--- config.mk ---
export PLATFORM = sky130hd
export DESIGN_NAME = alarm_unit_flat
export DESIGN_NICKNAME = d
export VERILOG_FILES = /design/src/rtl/alarm_unit_if.sv /design/src/rtl/alarm_unit.sv /design/src/flat_wrapper.sv
export SDC_FILE = /design/constraint.sdc
export NUM_CORES = 1
export LEC_CHECK = 0
export CAP_MARGIN = 30
export CORE_MARGIN = 4
export CORE_UTILIZATION = 44
export DETAILED_ROUTE_END_ITERATION = 8
export GPL_TIMING_DRIVEN = 0
export PLACE_DENSITY_LB_ADDON = 0.1
export SYNTH_ARGS = -nofsm -noshare
export SYNTH_HDL_FRONTEND = slang
export SYNTH_SLANG_ARGS = --single-unit
--- constraint.sdc ---
create_clock -name clock -period 4.88 [get_ports clock]
set_input_delay 1.464 -clock clock [delete_from_list [all_inputs] [get_ports clock]]
set_output_delay 1.464 -clock clock [all_outputs]
set_load 0.005 [all_outputs]
--- src/rtl/alarm_unit_if.sv ---
// Signal bundle between the clock counters / key debouncers and the alarm stage,
// plus the alarm outputs toward the display mux and buzzer pin.
interface alarm_unit_if;
  logic [4:0] hour;
  logic [5:0] minute;
  logic [5:0] second;
  logic       second_flag;
  logic       alarm_enable;
  logic       key_set;
  logic       key_add;
  logic       key_stop;
  logic [4:0] alarm_hour;
  logic [5:0] alarm_minute;
  logic [1:0] setting;
  logic       ringing;
  logic       snoozing;
  logic       buzzer;

  modport master (
    output hour, minute, second, second_flag, alarm_enable, key_set, key_add, key_stop,
    input  alarm_hour, alarm_minute, setting, ringing, snoozing, buzzer
  );

  modport slave (
    input  hour, minute, second, second_flag, alarm_enable, key_set, key_add, key_stop,
    output alarm_hour, alarm_minute, setting, ringing, snoozing, buzzer
  );
endinterface

--- src/rtl/alarm_unit.sv ---
// Daily alarm: stores a user-set alarm time, rings a gated square-wave buzzer on the
// rising edge of a time match, with snooze and auto-dismiss after a fixed ring time.
module alarm_unit #(
  parameter int unsigned HOUR_INIT      = 7,
  parameter int unsigned MINUTE_INIT    = 0,
  parameter int unsigned RING_SECONDS   = 60,
  parameter int unsigned SNOOZE_MINUTES = 5,
  parameter int unsigned TONE_DIV       = 16
) (
  input  logic         clock,
  input  logic         reset,
  alarm_unit_if.slave  bus
);

  typedef enum logic [2:0] {IDLE, SET_HOUR, SET_MINUTE, RINGING, SNOOZE} state_t;

  localparam int unsigned      TONE_W      = (TONE_DIV > 1) ? $clog2(TONE_DIV) : 1;
  localparam logic [TONE_W-1:0] TONE_LAST  = TONE_W'(TONE_DIV - 1);
  localparam logic [6:0]        RING_LAST  = 7'(RING_SECONDS - 1);
  localparam logic [9:0]        SNOOZE_LOAD = 10'(SNOOZE_MINUTES * 60);

  state_t            state;
  logic [4:0]        alarm_hour;
  logic [5:0]        alarm_minute;
  logic [6:0]        ring_cnt;
  logic [9:0]        snooze_cnt;
  logic [TONE_W-1:0] tone_cnt;
  logic              tone_bit;
  logic              match_d;
  logic              match;
  logic              match_pulse;

  // Only the rising edge of match fires, so leaving SET_* during a match stays silent.
  assign match       = (bus.hour == alarm_hour) && (bus.minute == alarm_minute) &&
                       (bus.second == 6'd0);
  assign match_pulse = match && !match_d;

  // NOTE: every state element sits in one clocked block with non-blocking assignments;
  // a later <= to the same register in this block overrides an earlier one.
  always_ff @(posedge clock or negedge reset) begin
    if (!reset) begin
      state        <= IDLE;
      alarm_hour   <= 5'(HOUR_INIT);
      alarm_minute <= 6'(MINUTE_INIT);
      ring_cnt     <= '0;
      snooze_cnt   <= '0;
      tone_cnt     <= '0;
      tone_bit     <= 1'b0;
      match_d      <= 1'b0;
    end else begin
      match_d <= match;
      case (state)
        IDLE: begin
          if (bus.key_set) begin
            state <= SET_HOUR;
          end else if (match_pulse && bus.alarm_enable) begin
            state    <= RINGING;
            ring_cnt <= '0;
            tone_cnt <= '0;
            tone_bit <= 1'b0;
          end
        end
        SET_HOUR: begin
          if (bus.key_set) begin
            state <= SET_MINUTE;
          end else if (bus.key_add) begin
            alarm_hour <= (alarm_hour == 5'd23) ? 5'd0 : alarm_hour + 5'd1;
          end
        end
        SET_MINUTE: begin
          if (bus.key_set) begin
            state <= IDLE;
          end else if (bus.key_add) begin
            alarm_minute <= (alarm_minute == 6'd59) ? 6'd0 : alarm_minute + 6'd1;
          end
        end
        RINGING: begin
          if (tone_cnt == TONE_LAST) begin
            tone_cnt <= '0;
            tone_bit <= ~tone_bit;
          end else begin
            tone_cnt <= tone_cnt + TONE_W'(1);
          end
          // Any exit parks the tone generator at zero so the next ring restarts in phase.
          if (!bus.alarm_enable || bus.key_set) begin
            state    <= IDLE;
            tone_cnt <= '0;
            tone_bit <= 1'b0;
          end else if (bus.key_stop) begin
            state      <= SNOOZE;
            snooze_cnt <= SNOOZE_LOAD;
            tone_cnt   <= '0;
            tone_bit   <= 1'b0;
          end else if (bus.second_flag) begin
            if (ring_cnt == RING_LAST) begin
              state    <= IDLE;
              tone_cnt <= '0;
              tone_bit <= 1'b0;
            end else begin
              ring_cnt <= ring_cnt + 7'd1;
            end
          end
        end
        SNOOZE: begin
          if (!bus.alarm_enable || bus.key_set) begin
            state <= IDLE;
          end else if (bus.second_flag) begin
            if (snooze_cnt == 10'd1) begin
              state    <= RINGING;
              ring_cnt <= '0;
            end else begin
              snooze_cnt <= snooze_cnt - 10'd1;
            end
          end
        end
        default: state <= IDLE;
      endcase
    end
  end

  assign bus.alarm_hour   = alarm_hour;
  assign bus.alarm_minute = alarm_minute;
  assign bus.setting      = (state == SET_HOUR)   ? 2'd1 :
                            (state == SET_MINUTE) ? 2'd2 : 2'd0;
  assign bus.ringing      = (state == RINGING);
  assign bus.snoozing     = (state == SNOOZE);
  // Odd ring seconds are silent, giving a 1 s beep / 1 s pause cadence.
  assign bus.buzzer       = (state == RINGING) && tone_bit && !ring_cnt[0];

endmodule

--- src/flat_wrapper.sv ---
// flat-port wrapper written by rule: the top's interface ports become plain ports
module alarm_unit_flat 
#(
  parameter int unsigned HOUR_INIT      = 7,
  parameter int unsigned MINUTE_INIT    = 0,
  parameter int unsigned RING_SECONDS   = 60,
  parameter int unsigned SNOOZE_MINUTES = 5,
  parameter int unsigned TONE_DIV       = 16
)
  (clock, reset, bus_hour, bus_minute, bus_second, bus_second_flag, bus_alarm_enable, bus_key_set, bus_key_add, bus_key_stop, bus_alarm_hour, bus_alarm_minute, bus_setting, bus_ringing, bus_snoozing, bus_buzzer);
  alarm_unit_if bus_i ();
  input  logic clock;
  input  logic reset;
  input wire logic [$bits(bus_i.hour)-1:0] bus_hour;
  input wire logic [$bits(bus_i.minute)-1:0] bus_minute;
  input wire logic [$bits(bus_i.second)-1:0] bus_second;
  input wire logic [$bits(bus_i.second_flag)-1:0] bus_second_flag;
  input wire logic [$bits(bus_i.alarm_enable)-1:0] bus_alarm_enable;
  input wire logic [$bits(bus_i.key_set)-1:0] bus_key_set;
  input wire logic [$bits(bus_i.key_add)-1:0] bus_key_add;
  input wire logic [$bits(bus_i.key_stop)-1:0] bus_key_stop;
  output wire logic [$bits(bus_i.alarm_hour)-1:0] bus_alarm_hour;
  output wire logic [$bits(bus_i.alarm_minute)-1:0] bus_alarm_minute;
  output wire logic [$bits(bus_i.setting)-1:0] bus_setting;
  output wire logic [$bits(bus_i.ringing)-1:0] bus_ringing;
  output wire logic [$bits(bus_i.snoozing)-1:0] bus_snoozing;
  output wire logic [$bits(bus_i.buzzer)-1:0] bus_buzzer;
  assign bus_i.hour = bus_hour;
  assign bus_i.minute = bus_minute;
  assign bus_i.second = bus_second;
  assign bus_i.second_flag = bus_second_flag;
  assign bus_i.alarm_enable = bus_alarm_enable;
  assign bus_i.key_set = bus_key_set;
  assign bus_i.key_add = bus_key_add;
  assign bus_i.key_stop = bus_key_stop;
  assign bus_alarm_hour = bus_i.alarm_hour;
  assign bus_alarm_minute = bus_i.alarm_minute;
  assign bus_setting = bus_i.setting;
  assign bus_ringing = bus_i.ringing;
  assign bus_snoozing = bus_i.snoozing;
  assign bus_buzzer = bus_i.buzzer;
  alarm_unit #(.HOUR_INIT(HOUR_INIT), .MINUTE_INIT(MINUTE_INIT), .RING_SECONDS(RING_SECONDS), .SNOOZE_MINUTES(SNOOZE_MINUTES), .TONE_DIV(TONE_DIV)) u_core (.clock(clock), .reset(reset), .bus(bus_i));
endmodule
# After elaboration in Yosys (flattened, before gate mapping)
# Index checks and enable logic that the tools add are counted.
[classes]
reduce_logical = 21
addsub = 5
muxes = 48
bitwise = 2
n_eq_ne = 29
[ops]
columns = ["op", "n"]
rows = [
  ["7-bit 2-to-1 mux", 9],
  ["10-bit 2-to-1 mux", 5],
  ["3-bit 2-to-1 mux", 11],
  ["4-bit 2-to-1 mux", 7],
  ["2-bit != test, second input constant", 11],
  ["7-bit case mux with 3 select lines", 1],
  ["10-bit case mux with 2 select lines", 1],
  ["3-bit case mux with 5 select lines", 1],
  ["10-bit by 1-bit equality test with 1-bit output, second input constant", 1],
  ["10-bit AND reduction", 1],
  ["10-bit by 1-bit subtractor with 10-bit output, second input constant", 1],
  ["3-bit AND reduction", 3],
  ["4-bit case mux with 2 select lines", 1],
  ["7-bit by 1-bit adder with 7-bit output, second input constant", 1],
  ["7-bit by 6-bit equality test with 1-bit output, second input constant", 1],
  ["1-bit 2-to-1 mux", 7],
  ["7-bit AND reduction", 1],
  ["6-bit by 1-bit adder with 6-bit output, second input constant", 1],
  ["3-bit by 2-bit equality test with 1-bit output, second input constant", 2],
  ["6-bit equality test", 1],
  ["6-bit equality test, second input constant", 1],
  ["1-bit logical AND", 6],
  ["6-bit zero test", 1],
  ["6-bit 2-to-1 mux", 1],
  ["22 further kinds", 29],
]
[word_totals]
ff_bits = 37
word_cells = 113
out_inout_bits = 16

# Logic depth before layout (Yosys ltp)
[depth]
ltp_word = 8
ltp_mapped = 9
mapped_depth_nobuf = 7

# Worst setup path before layout
# Ideal clock, no wire load.
[synth_timing]
path_type = "input -> register"
start = "in bus_second[0]"
end = "reg u_core.ring_cnt[1]"
arrival_time_ns = 2.926
required_ns = 4.801
setup_time_ns = 0.079
path_stages = 5
setup_slack_ns = 1.874
cell_sequence = "or4_4 -> nor4_4 -> a21oi_1 -> nor3_4 -> mux2i_1"
[synth_via]
elab_chain_len = 6
[synth_rtl]
columns = ["item", "line_no", "text"]
rows = [
  ["start: declaration", "flat_wrapper.sv:16", "input wire logic [$bits(bus_i.second)-1:0] bus_second;"],
  ["6-bit zero test", "alarm_unit.sv:35", "(bus.second == 6'd0);"],
  ["1-bit logical AND", "alarm_unit.sv:34", "assign match = (bus.hour == alarm_hour) && (bus.minute == alarm_minute) &&"],
  ["1-bit logical AND", "alarm_unit.sv:36", "assign match_pulse = match && !match_d;"],
  ["1-bit logical AND", "alarm_unit.sv:56", "end else if (match_pulse && bus.alarm_enable) begin"],
  ["2-bit by 1-bit != test with 1-bit output (no line)", "-", ""],
  ["10-bit AND reduction (no line)", "-", ""],
  ["end signal: assignment", "alarm_unit.sv:100", "ring_cnt <= ring_cnt + 7'd1;"],
  ["end: declaration", "alarm_unit.sv:25", "logic [6:0] ring_cnt;"],
]
# Every way passes these cells.
# A chain may end at the register's enable or synchronous reset.

# Worst setup path in the final report
# Ends and elaborated chain as after synthesis.

==> tab_implementation.tex <==
\begin{tabular}{lr}
\hline
Metric & Value \\
\hline
\multicolumn{2}{l}{\textbf{Clocking}} \\
Setup bufs post-CTS & 0 \\
Number of hold buffers added after CTS & 0 \\
Clock Path Buffers & 2 \\
Clk Latency, worst-skew pair & 0.29 ns \\
Number of buffers added by the clock tree synthesis step & 5 \\
CTS H-Tree Depth & 2 \\
Resized Gates After CTS & 0 \\
CTS sink count & 37 \\
Clock tree from TritonCTS & done \\
Clock tree root driver cell & clkbuf\_8 \\
Post-CTS clock slew at the launch and capture registers of the worst setup and hold paths & 0.07 ns \\
\multicolumn{2}{l}{\textbf{Global routing}} \\
Vias in the first global route & 1926 \\
Antenna violations before repair & 0 \\
First-pass GRT wire length & 8910 µm \\
Maximum number of pins on one net before global-route repair & 38 \\
Gr usage total & 0.176 \\
Final global-route overflow total & 0 \\
\multicolumn{2}{l}{\textbf{Routing}} \\
Routed WL & 4960 µm \\
Ratio of routed vias to standard cells & 5.54 \\
Post-DR wirelength/cell & 14.0 µm \\
Drt first-iter violations & 55 \\
Post-route antenna net violation count & 0 \\
Via count & 1955 \\
Number of design rule violations left after detail routing & 0 \\
Drt first pass iters & 4 \\
\multicolumn{2}{l}{\textbf{Synth}} \\
Area leader, netlist & dfrtp\_1 \\
Post-synthesis sequential area ratio & 0.406 \\
Synthesized area & 2290 µm² \\
Flip-flop and latch count after synthesis & 37 \\
Yosys top cell area share & 0.372 \\
Flip-flop cell with the highest count after synthesis & dfrtp\_1 \\
Ys async rst share & 1.00 \\
Distinct cell type count after synthesis & 56 \\
Post-synthesis cell count & 239 \\
Avg Synthesized Cell Area & 9.58 µm² \\
Top cells by area, synth & dfrtp\_1, dfstp\_2, xnor2\_1 \\
Number of flops mapped to enable cells by yosys & 0 \\
Ys Warns & 0 \\
Synthesized netlist net count & 269 \\
\multicolumn{2}{l}{\textbf{Timing}} \\
Setup Skew & 0.00935 ns \\
Number of hold-slack violations in the final timing report & 0 \\
Slew headroom & 0.454 \\
RSZ-0062 raised after global routing & no \\
Max frequency & 303 MHz \\
Max Slew Vio Count & 0 \\
Transition time at the pin with the least slew margin & 0.819 ns \\
Period Utilization, post-route & 0.675 \\
Setup TNS & 0 ns \\
Fin crit period & 3.30 ns \\
Final worst-path setup slack & 1.58 ns \\
Final Hold Slack & 0.483 ns \\
Setup-failing EPs final & 0 \\
\multicolumn{2}{l}{\textbf{Setup path}} \\
Maximum fanout count along the critical path & 7 \\
Max stage delay cell, worst path & or4\_4 \\
Crit path kind & in2reg \\
WP data arrival & 3.51 ns \\
CP startpoint kind & primary input \\
Critical Path Max Stage Delay & 0.54 ns \\
Cell Chain, Critical Path & clkdlybuf4s50\_1 > or4\_4 > nor4\_4 > a21oi\_1 > nor3\_4 > mux2i\_1 \\
CP Data Required Time & 5.10 ns \\
Capturing element type of the critical path & flop \\
\multicolumn{2}{l}{\textbf{Status}} \\
Outcome & finished, final reports clean \\
\multicolumn{2}{l}{\textbf{Floorplan}} \\
Ports & 40 \\
Die boundary height & 80.1 µm \\
Die area & 6420 µm² \\
Horizontal extent of the die & 80.1 µm \\
Initial core utilization & 0.469 \\
Row count & 25 \\
Area of the core & 4880 µm² \\
\multicolumn{2}{l}{\textbf{Place}} \\
Post-DP HPWL & 3760 µm \\
Area post-placement & 2760 µm² \\
Final weighted congestion of routability-driven global placement & 0.763 \\
Worst-case setup slack after placement & 1.27 ns \\
Port Buffer Count & 39 \\
Post-placement cell count & 345 \\
\multicolumn{2}{l}{\textbf{Layout}} \\
Register cell area after layout & 930 µm² \\
Finished layout cell area & 2880 µm² \\
Final core occ & 0.589 \\
Total Nets Final & 315 \\
Number of inserted diodes & 0 \\
Final instance count without filler cells & 353 \\
Fraction of final layout cells sized beyond drive strength 1 & 0.119 \\
Area added between synthesis and finish & 25.6\% \\
Filler instances & 462 \\
Total area of multi-input combinational cells & 1270 µm² \\
\multicolumn{2}{l}{\textbf{Power and ir drop}} \\
Peak VDD IR & 0.000266 V \\
Cell area power density & 423 nW/µm² \\
Total power after layout & 1.22 mW \\
Leak pwr & 1.22 nW \\
\multicolumn{2}{l}{\textbf{Worst hold path}} \\
Worst hold path class & reg2reg \\
\multicolumn{2}{l}{\textbf{Run}} \\
Max-cap violations & 0 \\
\hline
\end{tabular}
-- final cells by class --
cell class	instances	share of cell area
Buffer	7	0.0157
Clock buffer	7	0.0300
Clock inverter	1	0.0104
Inverter	13	0.0170
Multi-Input combinational cell	182	0.440
Sequential cell	37	0.323
Tap cell	67	0.0292
Timing Repair Buffer	39	0.134
-- cell families (layout without fill, tap and decap cells) --
family	count (synthesis)	after routing	synth area share
simple gates	95	95	0.241
compound gates	56	56	0.177
flops	37	37	0.406
buf+inv	20	67	0.0410
xor+xnor	18	18	0.0689
mux	7	7	0.0333
fa+ha+maj	6	6	0.0328
-- layout by cell type, fill, tap and decap left out, types with 7 or more instances in the layout --
master	instances
nand4_1	9
dfrtp_1	34
inv_1	12
nor2_1	20
o21ai_0	7
a21oi_1	13
xor2_1	9
nand2_1	19
xnor2_1	9
clkdlybuf4s50_1	38
nor3_1	9
nand3_1	8
-- critical path: cells and delay by family --
kind,cells,cell delay (ns)
simple gates,3,1.27
buf+inv,1,0.40
mux,1,0.22
compound gates,1,0.17
-- registers in the layout (all words and copies together) (netlist names) --
name	flops
u_core.tone_cnt	4
u_core.tone_bit	1
u_core.ring_cnt	7
u_core.match_d	1
u_core.snooze_cnt	10
u_core.bus.alarm_minute	6
u_core.state	3
u_core.bus.alarm_hour	5
-- Yosys cell counts, types with 4 or more instances --
cell type,n
nor2_1,20
nand4_1,9
inv_1,12
xnor2_1,9
a211oi_1,4
nand2_1,19
a21o_1,5
ha_1,6
and3_1,5
dfrtp_1,34
xor2_1,9
mux2_2,5
a21oi_1,13
nand3_1,8
a31oi_1,5
nor3_1,9
o21ai_0,7
-- power by group --
part	leakage [nW]	switching [mW]	total, mW	internal, mW
Combinational	0.681	0.212	0.447	0.235
Sequential	0.482	0.0978	0.491	0.393
Clock	0.0585	0.111	0.278	0.167
-- metal layers --
| layer | vias to the layer above | track usage | share of wire |
|---|---|---|---|
| met4 | 0 | 0.0608 | 0.015 |
| met5 | - | 0 | 0 |
| met2 | 50 | 0.279 | 0.46 |
| met1 | 926 | 0.230 | 0.47 |
| met3 | 7 | 0.0516 | 0.060 |
| li1 | 972 | - | - |
-- worst paths after layout --
check	endpoint	slack (ns)	from	cells after the start
setup / recovery	u_core.ring_cnt[1]$_DFFE_PN0P_	1.58	bus_second[0]	6
hold / removal	u_core.tone_cnt[3]$_DFFE_PN0P_	0.48	u_core.tone_cnt[3]$_DFFE_PN0P_	1
setup reg to reg	u_core.state[1]$_DFFE_PN0P_	2.69	u_core.snooze_cnt[4]$_DFFE_PN0P_	5
hold reg to reg	u_core.tone_cnt[3]$_DFFE_PN0P_	0.48	u_core.tone_cnt[3]$_DFFE_PN0P_	1
max in group asynchronous	u_core.bus.alarm_minute[2]$_DFFE_PN0P_	3.10	reset	1
min in group asynchronous	u_core.snooze_cnt[2]$_DFFE_PN0P_	1.26	reset	1
(Power assumes the default switching activity.)
